==> src/rtl/video_axi_pkg.sv <==
// Shared types and AXI constants for the video memory arbiter.
`ifndef ROCKET_MEM_DAT_WIDTH
`define ROCKET_MEM_DAT_WIDTH 64
`endif

package video_axi_pkg;

    typedef enum logic [2:0] {
        ST_IDLE,
        ST_RD_ADDR,
        ST_RD_DATA,
        ST_WR_ADDR_DATA,
        ST_WR_RESP
    } arb_state_t;

    typedef enum logic {
        REQ_RD = 1'b0,
        REQ_WR = 1'b1
    } req_id_t;

    localparam logic [1:0] AXI_RESP_OKAY  = 2'b00;
    localparam logic [1:0] AXI_BURST_INCR = 2'b01;

endpackage

==> src/rtl/arb2_rr.sv <==
// Two-way round-robin arbiter; override forces the read side on a tie.
module arb2_rr
    import video_axi_pkg::*;
(
    input  logic clk,
    input  logic rst,
    input  logic req_rd,
    input  logic req_wr,
    input  logic urgent,
    input  logic update,
    output logic gnt_rd,
    output logic gnt_wr
);

    req_id_t last_srv;

    always_comb begin
        gnt_rd = 1'b0;
        gnt_wr = 1'b0;
        if (req_rd && req_wr) begin
            if (urgent || (last_srv == REQ_WR)) gnt_rd = 1'b1;
            else                                gnt_wr = 1'b1;
        end else if (req_rd) begin
            gnt_rd = 1'b1;
        end else if (req_wr) begin
            gnt_wr = 1'b1;
        end
    end

    always_ff @(posedge clk) begin
        if (rst)                     last_srv <= REQ_WR;
        else if (update && gnt_rd)   last_srv <= REQ_RD;
        else if (update && gnt_wr)   last_srv <= REQ_WR;
    end

endmodule

==> src/rtl/video_axi_arbiter.sv <==
// Shares one AXI4 master between display-fetch burst reads and single-beat host writes.
//
//  state           | meaning
//  ST_IDLE         | no transaction; arbitrate rd_req/wr_req
//  ST_RD_ADDR      | ARVALID up, waiting for ARREADY
//  ST_RD_DATA      | RREADY up, counting read beats
//  ST_WR_ADDR_DATA | AWVALID/WVALID up, each dropped on its own handshake
//  ST_WR_RESP      | BREADY up, waiting for BVALID
module video_axi_arbiter
    import video_axi_pkg::*;
#(
    parameter int DATA_WIDTH    = `ROCKET_MEM_DAT_WIDTH,
    parameter int VIDEOMEM_SIZE = 18,
    parameter int BURST_LEN     = 8
) (
    input  logic                     clk,
    input  logic                     rst,
    input  logic                     rd_req,
    input  logic [VIDEOMEM_SIZE-1:0] rd_addr,
    input  logic                     rd_urgent,
    output logic                     rd_ack,
    output logic [DATA_WIDTH-1:0]    rd_data,
    output logic                     rd_valid,
    output logic                     rd_done,
    output logic                     rd_err,
    input  logic                     wr_req,
    input  logic [VIDEOMEM_SIZE-1:0] wr_addr,
    input  logic [DATA_WIDTH-1:0]    wr_data,
    output logic                     wr_ack,
    output logic                     wr_done,
    output logic                     wr_err,
    output logic [VIDEOMEM_SIZE-1:0] AWADDR,
    output logic                     AWVALID,
    input  logic                     AWREADY,
    output logic [DATA_WIDTH-1:0]    WDATA,
    output logic                     WLAST,
    output logic                     WVALID,
    input  logic                     WREADY,
    input  logic [1:0]               BRESP,
    input  logic                     BVALID,
    output logic                     BREADY,
    output logic [VIDEOMEM_SIZE-1:0] ARADDR,
    output logic [7:0]               ARLEN,
    output logic                     ARVALID,
    input  logic                     ARREADY,
    input  logic [DATA_WIDTH-1:0]    RDATA,
    input  logic [1:0]               RRESP,
    input  logic                     RLAST,
    input  logic                     RVALID,
    output logic                     RREADY
);

    localparam logic [7:0] LAST_BEAT = 8'(BURST_LEN - 1);

    arb_state_t               state, state_n;
    logic [7:0]               beat_cnt, beat_cnt_n;
    logic                     rresp_bad, rresp_bad_n;
    logic                     aw_done, aw_done_n;
    logic                     w_done, w_done_n;
    logic [VIDEOMEM_SIZE-1:0] ar_addr_q, ar_addr_n;
    logic [VIDEOMEM_SIZE-1:0] aw_addr_q, aw_addr_n;
    logic [DATA_WIDTH-1:0]    wdata_q, wdata_n;
    logic                     rd_ack_n, rd_done_n, rd_err_n;
    logic                     wr_ack_n, wr_done_n, wr_err_n;
    logic                     gnt_rd, gnt_wr;
    logic                     beat_bad;

    arb2_rr u_arb (
        .clk    (clk),
        .rst    (rst),
        .req_rd (rd_req),
        .req_wr (wr_req),
        .urgent (rd_urgent),
        .update (state == ST_IDLE),
        .gnt_rd (gnt_rd),
        .gnt_wr (gnt_wr)
    );

    assign ARADDR   = ar_addr_q;
    assign ARLEN    = LAST_BEAT;
    assign ARVALID  = (state == ST_RD_ADDR);
    assign RREADY   = (state == ST_RD_DATA);
    assign rd_valid = RVALID && RREADY;
    assign rd_data  = RDATA;
    assign AWADDR   = aw_addr_q;
    assign WDATA    = wdata_q;
    assign AWVALID  = (state == ST_WR_ADDR_DATA) && !aw_done;
    assign WVALID   = (state == ST_WR_ADDR_DATA) && !w_done;
    assign WLAST    = WVALID;
    assign BREADY   = (state == ST_WR_RESP);
    assign beat_bad = (RRESP != AXI_RESP_OKAY);

    always_comb begin
        state_n     = state;
        beat_cnt_n  = beat_cnt;
        rresp_bad_n = rresp_bad;
        aw_done_n   = aw_done;
        w_done_n    = w_done;
        ar_addr_n   = ar_addr_q;
        aw_addr_n   = aw_addr_q;
        wdata_n     = wdata_q;
        rd_ack_n    = 1'b0;
        rd_done_n   = 1'b0;
        rd_err_n    = 1'b0;
        wr_ack_n    = 1'b0;
        wr_done_n   = 1'b0;
        wr_err_n    = 1'b0;
        case (state)
            ST_IDLE: begin
                if (gnt_rd) begin
                    state_n   = ST_RD_ADDR;
                    rd_ack_n  = 1'b1;
                    ar_addr_n = rd_addr;
                end else if (gnt_wr) begin
                    state_n   = ST_WR_ADDR_DATA;
                    wr_ack_n  = 1'b1;
                    aw_addr_n = wr_addr;
                    wdata_n   = wr_data;
                    aw_done_n = 1'b0;
                    w_done_n  = 1'b0;
                end
            end
            ST_RD_ADDR: begin
                if (ARREADY) begin
                    state_n     = ST_RD_DATA;
                    beat_cnt_n  = 8'd0;
                    rresp_bad_n = 1'b0;
                end
            end
            ST_RD_DATA: begin
                if (RVALID) begin
                    // Burst ends on RLAST or on the nominal last beat, whichever comes first.
                    if (RLAST || (beat_cnt == LAST_BEAT)) begin
                        state_n   = ST_IDLE;
                        rd_done_n = 1'b1;
                        rd_err_n  = rresp_bad || beat_bad || !RLAST || (beat_cnt != LAST_BEAT);
                    end else begin
                        beat_cnt_n  = beat_cnt + 8'd1;
                        rresp_bad_n = rresp_bad || beat_bad;
                    end
                end
            end
            ST_WR_ADDR_DATA: begin
                aw_done_n = aw_done || AWREADY;
                w_done_n  = w_done || WREADY;
                if (aw_done_n && w_done_n) begin
                    state_n   = ST_WR_RESP;
                    aw_done_n = 1'b0;
                    w_done_n  = 1'b0;
                end
            end
            ST_WR_RESP: begin
                if (BVALID) begin
                    state_n   = ST_IDLE;
                    wr_done_n = 1'b1;
                    wr_err_n  = (BRESP != AXI_RESP_OKAY);
                end
            end
            default: state_n = ST_IDLE;
        endcase
    end

    always_ff @(posedge clk) begin
        if (rst) begin
            state     <= ST_IDLE;
            beat_cnt  <= 8'd0;
            rresp_bad <= 1'b0;
            aw_done   <= 1'b0;
            w_done    <= 1'b0;
            ar_addr_q <= '0;
            aw_addr_q <= '0;
            wdata_q   <= '0;
            rd_ack    <= 1'b0;
            rd_done   <= 1'b0;
            rd_err    <= 1'b0;
            wr_ack    <= 1'b0;
            wr_done   <= 1'b0;
            wr_err    <= 1'b0;
        end else begin
            state     <= state_n;
            beat_cnt  <= beat_cnt_n;
            rresp_bad <= rresp_bad_n;
            aw_done   <= aw_done_n;
            w_done    <= w_done_n;
            ar_addr_q <= ar_addr_n;
            aw_addr_q <= aw_addr_n;
            wdata_q   <= wdata_n;
            rd_ack    <= rd_ack_n;
            rd_done   <= rd_done_n;
            rd_err    <= rd_err_n;
            wr_ack    <= wr_ack_n;
            wr_done   <= wr_done_n;
            wr_err    <= wr_err_n;
        end
    end

endmodule
==> config.mk <==
export PLATFORM = sky130hd
export DESIGN_NAME = video_axi_arbiter
export DESIGN_NICKNAME = d
export VERILOG_FILES = /design/src/rtl/video_axi_pkg.sv /design/src/rtl/arb2_rr.sv /design/src/rtl/video_axi_arbiter.sv
export SDC_FILE = /design/constraint.sdc
export NUM_CORES = 1
export LEC_CHECK = 0
export BUFFER_PORTS_ARGS = -buffer_cell sky130_fd_sc_hd__clkbuf_2
export CORE_ASPECT_RATIO = 0.9
export CORE_MARGIN = 10
export CORE_UTILIZATION = 25
export CTS_CLUSTER_DIAMETER = 40
export DETAILED_ROUTE_END_ITERATION = 8
export PLACE_DENSITY = 0.55
export RECOVER_POWER = 25
export REMOVE_ABC_BUFFERS = 1
export SYNTH_ARGS = -nofsm -noshare
export SYNTH_HDL_FRONTEND = slang
export SYNTH_SLANG_ARGS = --single-unit
==> constraint.sdc <==
create_clock -name clk -period 2.05 [get_ports clk]
set_input_delay 0.615 -clock clk [delete_from_list [all_inputs] [get_ports clk]]
set_output_delay 0.615 -clock clk [all_outputs]
set_load 0.02 [all_outputs]
# Word-level counts from Yosys, hierarchy flattened
# Index checks and enable logic that the tools add are counted.
# W data, S select, Z words.
[word_totals] register_bits=121
[classes] n_reduce_logical=34 addsub=1 mux=35 bitwise_logic=7 n_eq_ne=15
[ops] cell="$mux W8" count=3
[ops] cell="$mux W3" count=7
[ops] cell="$mux W1" count=20
[ops] cell="$pmux W8 S2" count=1
[ops] cell="$pmux W3 S5" count=1
[ops] cell="$ne A2 B2 Y1 const B" count=5
[ops] cell="$reduce_bool A2 Y1" count=5
[ops] cell="$reduce_or A3 Y1" count=3
[ops] cell="$add A8 B1 Y8 const B" count=1
[ops] cell="$eq A8 B3 Y1 const B" count=1
[ops] cell="$ne A8 B3 Y1 const B" count=1
[ops] cell="$logic_and A1 B1 Y1" count=7
[ops] cell="$logic_or A1 B1 Y1" count=7
[ops] cell="$not A1 Y1" count=7
[ops] cell="$eq A3 B2 Y1 const B" count=2
[ops] cell="$ne A2 B1 Y1 const B" count=3
[ops] cell="$pmux W1 S2" count=3
[ops] cell="$reduce_and A3 Y1" count=2
[ops] cell="$reduce_and A6 Y1" count=1
[ops] cell="$reduce_and A4 Y1" count=1
[ops] cell="$reduce_or A2 Y1" count=2
[ops] cell="$reduce_or A4 Y1" count=1
[ops] cell="$eq A3 B1 Y1 const B" count=1
[ops] cell="$eq A3 B3 Y1 const B" count=1
[ops] cell="other kinds (4)" count=6

# Depth between registers and ports, before layout
[logic_depth] ltp_word=6 ltp_mapped=8 ltp_nobuf=6

# By module
# Synthesis repeated with hierarchy kept, for this count alone.
[hier_totals] hier_cells=647 hier_area_um2=5166.2
[modules_own_cells] mod="video_axi_arbiter" instances=1 seq_area_each_um2=2402.3 area_per_inst_um2=5094.9 cells_each=638
[modules_own_cells] mod="arb2_rr" instances=1 seq_area_each_um2=20.0 area_per_inst_um2=71.3 cells_each=9

# Least setup slack after synthesis
# No wires, ideal clock.
[synth_path] path_kind="register to output" startpoint="register state[0]" endpoint="output port rd_valid" t_required_ns=1.435 t_arrival_ns=1.232 path_stages_with_launch=7 path_slack_ns=0.203 path_buffers=1 path_cell_list="dfxtp_1 buf_6 nor2_1 nand2_1 inv_2 nand2_1 inv_1"
[synth_between] elab_chain_cells=2
[synth_rtl] element="start: declaration" line="video_axi_arbiter.sv:55" text="arb_state_t state, state_n;"
[synth_rtl] element="start signal: assignment" line="video_axi_arbiter.sv:180" text="state <= state_n;"
[synth_rtl] element="$eq A3 B2 Y1" line="video_axi_arbiter.sv:82" text="assign RREADY = (state == ST_RD_DATA);"
[synth_rtl] element="via RREADY" line="video_axi_arbiter.sv:50" text="output logic RREADY"
[synth_rtl] element="$logic_and A1 B1 Y1" line="video_axi_arbiter.sv:83" text="assign rd_valid = RVALID && RREADY;"
[synth_rtl] element="end: declaration" line="video_axi_arbiter.sv:23" text="output logic rd_valid,"
# The timed path passes the listed nets, and every way through them passes these cells.

# Final worst setup path
[layout_path] startpoint="register state[2]" endpoint="output port WLAST"
[layout_between] elab_chain_cells=2
[layout_rtl] element="$eq A3 B2 Y1" line="video_axi_arbiter.sv:88" text="assign WVALID = (state == ST_WR_ADDR_DATA) && !w_done;"
[layout_rtl] element="$logic_and A1 B1 Y1" line="video_axi_arbiter.sv:88"
[layout_rtl] element="end: declaration" line="video_axi_arbiter.sv:36" text="output logic WLAST,"
# No other way between the ends.

==> flow_summary.toml <==
[outcome]
outcome = "finished, final reports clean"

[floorplanning]
die_x_microns = 171
fp.coreArea_sq_um = 20100
die_height_microns = 156
floorplan.initialDensity_pct = 25.6
ioPinCount = 364
row_count = 49
die-area_sq_um = 26700

[grt]
grt_pass1_vias = 4638
gr-usage-all-layers_pct = 14.8
grt_first_pass_wirelength_mm = 29.6
grt_start_max_net_pins = 63
grt_overflow_total = 0
number_of_antenna_violations_at_the_first_check_in_global_routing = 0

[sta]
finalSetupViolCount = 0
final.min_clock_period_ps = 1990
max-slew-margin-rel_pct = 55.6
clock_skew_ps = 8.47
unrepaired_setup_endpoints_after_global_routing = "yes"
report.final.slew_viol_count = 0
final_hold_viol_count = 0
final.period_utilization_pct = 97.2
tightestPinTransition_ps = 666
clock.fmax_mhz = 502

[logic_synthesis]
synth_cell_type_count = 48
top_area_cell_type_share_of_the_netlist_area_pct = 47.1
synth.ff_latch_count = 121
synth_top_cell_by_area = "sky130_fd_sc_hd__dfxtp_1"
postSynth.asyncResetShare_pct = 0
synth_enable_flop_cells = 0
syn-instance-count = 628
synth_area_sq_um = 5140
synth_area_leaders = "sky130_fd_sc_hd__dfxtp_1, sky130_fd_sc_hd__nand2_1, sky130_fd_sc_hd__buf_4, sky130_fd_sc_hd__a21oi_1, sky130_fd_sc_hd__mux2i_1"
seq_area_frac_synth_pct = 47.1
syn_area_per_cell_sq_um = 8.18
synth-main-ff-cell = "sky130_fd_sc_hd__dfxtp_1"
yosys_warnings = 0

[cells_and_area]
finalNonFillerCells = 1058
seq_area_sq_um = 2430
final_common_cell = "sky130_fd_sc_hd__clkbuf_2"
num-fill-cells = 2161
nets = 970
multiInputGateArea_sq_um = 2010
area_delta_synth_final_pct = 31.4
most-common-layout-cells = "sky130_fd_sc_hd__clkbuf_2, sky130_fd_sc_hd__nand2_1, sky130_fd_sc_hd__dfxtp_1"
antenna_cells_inserted = 0
final_area_sq_um = 6760
drive_gt1_share_pct = 36.4

[pwr]
seq_power_share_pct = 34.1
switching_power_as_a_share_of_total_power_pct = 33.3
cellLeakagePower_nw = 3.02
max-vdd-ir-drop_mv = 0.454
power_per_cell_area_nw_per_um2 = 1260
clock_network_fraction_of_design_power_pct = 36.0
int_power_mw = 5.68
power.switching_mw = 2.84
power.combinational.fraction_pct = 29.9

[worst_setup_path]
cp-end-kind = "output port"
timing.critical_path.arrival_ps = 1380
worst_setup_path_start_kind = "flip-flop"
critical_path_required_ps = 1430
cp_max_fo = 6
critPathKind = "flip-flop to output port"

[clock_network]
insertion_delay_ps = 400
cts_hold_buf = 0
cts_tree = "yes"
ctsLongestPathBuffers = 2
cts_root_buffer = "sky130_fd_sc_hd__clkbuf_16"
worst_setup_hold_path_clk_slew_ps = 60
cts_num_sinks = 121
h-tree-depth = 4
cts-buffers-inserted = 17

[hold_path]
worstHoldPathType = "primary input to flip-flop"

[flow_run]
max_cap_violations = 0

[placed_design]
placedInstanceArea_sq_um = 6090
dp_hpwl_mm = 15.6
routabilityCongestion = 0.780
place_inst = 1020
place.port_buffers = 227

[route]
drt_drc_violations_left = 0
routed_via_density = 4.42
1st_pass_router_iterations = 4
drt_wl_total_mm = 20.3
detailroute.via_count = 4676
route.antenna.remaining_nets = 0
wire_per_inst_microns = 19.2
drtIter0Drc = 185
layer usage:
layer	global-route usage (%)	vias to the layer above	part of all wire, %
met5	7.36	-	1.3
met4	4.39	8	1.3
met3	12.4	26	17
met2	18.3	275	38
li1	-	2324	-
met1	17.7	2043	43
what timing repair did:
action / in CTS / in global routing
pin swaps: 2 / 3
buffers inserted: 4 / 2
resized for setup: 10 / 11
endpoints found under the setup margin: 6 / 6
endpoints found under the hold margin: 0 / 0
cell usage after synthesis, types with 4 or more instances:
master,number
sky130_fd_sc_hd__nand2_1,173
sky130_fd_sc_hd__dfxtp_1,121
sky130_fd_sc_hd__a21oi_1,87
sky130_fd_sc_hd__buf_4,75
sky130_fd_sc_hd__nor2_1,29
sky130_fd_sc_hd__clkbuf_1,23
sky130_fd_sc_hd__mux2i_1,19
sky130_fd_sc_hd__buf_2,11
sky130_fd_sc_hd__o21ai_0,8
sky130_fd_sc_hd__inv_1,7
sky130_fd_sc_hd__nor3_1,7
sky130_fd_sc_hd__nand2b_1,5
sky130_fd_sc_hd__o21a_1,5
sky130_fd_sc_hd__a211oi_1,4
worst max-delay path, cell delays in order (launching register included):
cell and delay (ps):
sky130_fd_sc_hd__dfxtp_2 350, sky130_fd_sc_hd__nand3b_1 250, sky130_fd_sc_hd__nor2_2 210, sky130_fd_sc_hd__buf_4 170
final cells by class:
type | instances | area share [%]
timing repair buffer | 248 | 20.3
clock inverter | 8 | 1.74
multi-input combinational | 394 | 29.7
sequential | 121 | 36.0
tap | 255 | 4.72
inverter | 8 | 0.445
clock buffer | 24 | 7.13
cells by family after synthesis:
family	synth area share (%)
mux	3.70
buf+inv	14.7
flops	47.1
other cells	0.146
compound gates	14.4
fa+ha+maj	0.243
simple gates	19.7
path summary, 6_finish.rpt:
| check | startpoint | endpoint | slack, ps | cells after the start |
|---|---|---|---|---|
| worst max-delay path | state[2]$_SDFFE_PP0P_ | WLAST | 60 | 3 |
| worst max register to register | beat_cnt[4]$_SDFFE_PP0P_ | state[1]$_SDFFE_PP0P_ | 190 | 4 |
| worst min-delay path | BRESP[0] | wr_err$_SDFF_PP0_ | 410 | 2 |
| worst min register to register | WDATA[50]$_SDFFE_PP0P_ | WDATA[50]$_SDFFE_PP0P_ | 450 | 2 |
per-stage QoR:
step | TNS, ps | setup WS [ps] | power [mW] | hold slack [ps] | util [%]
floorplan | -127580 | -1780 | 4.39 | 442 | -
global placement | 0 | 212 | 5.41 | 441 | 30.3
detailed placement | 0 | 167 | 5.42 | 446 | 30.3
CTS | 0 | 10.8 | 8.65 | 384 | 33.5
global route | -55.5 | -20.3 | 9.03 | 391 | 33.6
finish | 0 | 56.4 | 8.52 | 410 | 33.6
state kept, by name (all words and copies together) (netlist names), 3 cells and up:
signal    cells
ARADDR       18
state         3
WDATA        64
beat_cnt      8
AWADDR       18
power groups by stage:
stage / Combinational [mW] / Sequential, mW / Clock (mW)
floorplan: 1.10 / 3.29 / 0
global placement: 2.49 / 2.92 / 0
detailed placement: 2.49 / 2.93 / 0
CTS: 2.58 / 2.89 / 3.18
global route: 2.80 / 2.95 / 3.28
finish: 2.55 / 2.90 / 3.07
(Power assumes the default switching activity.)
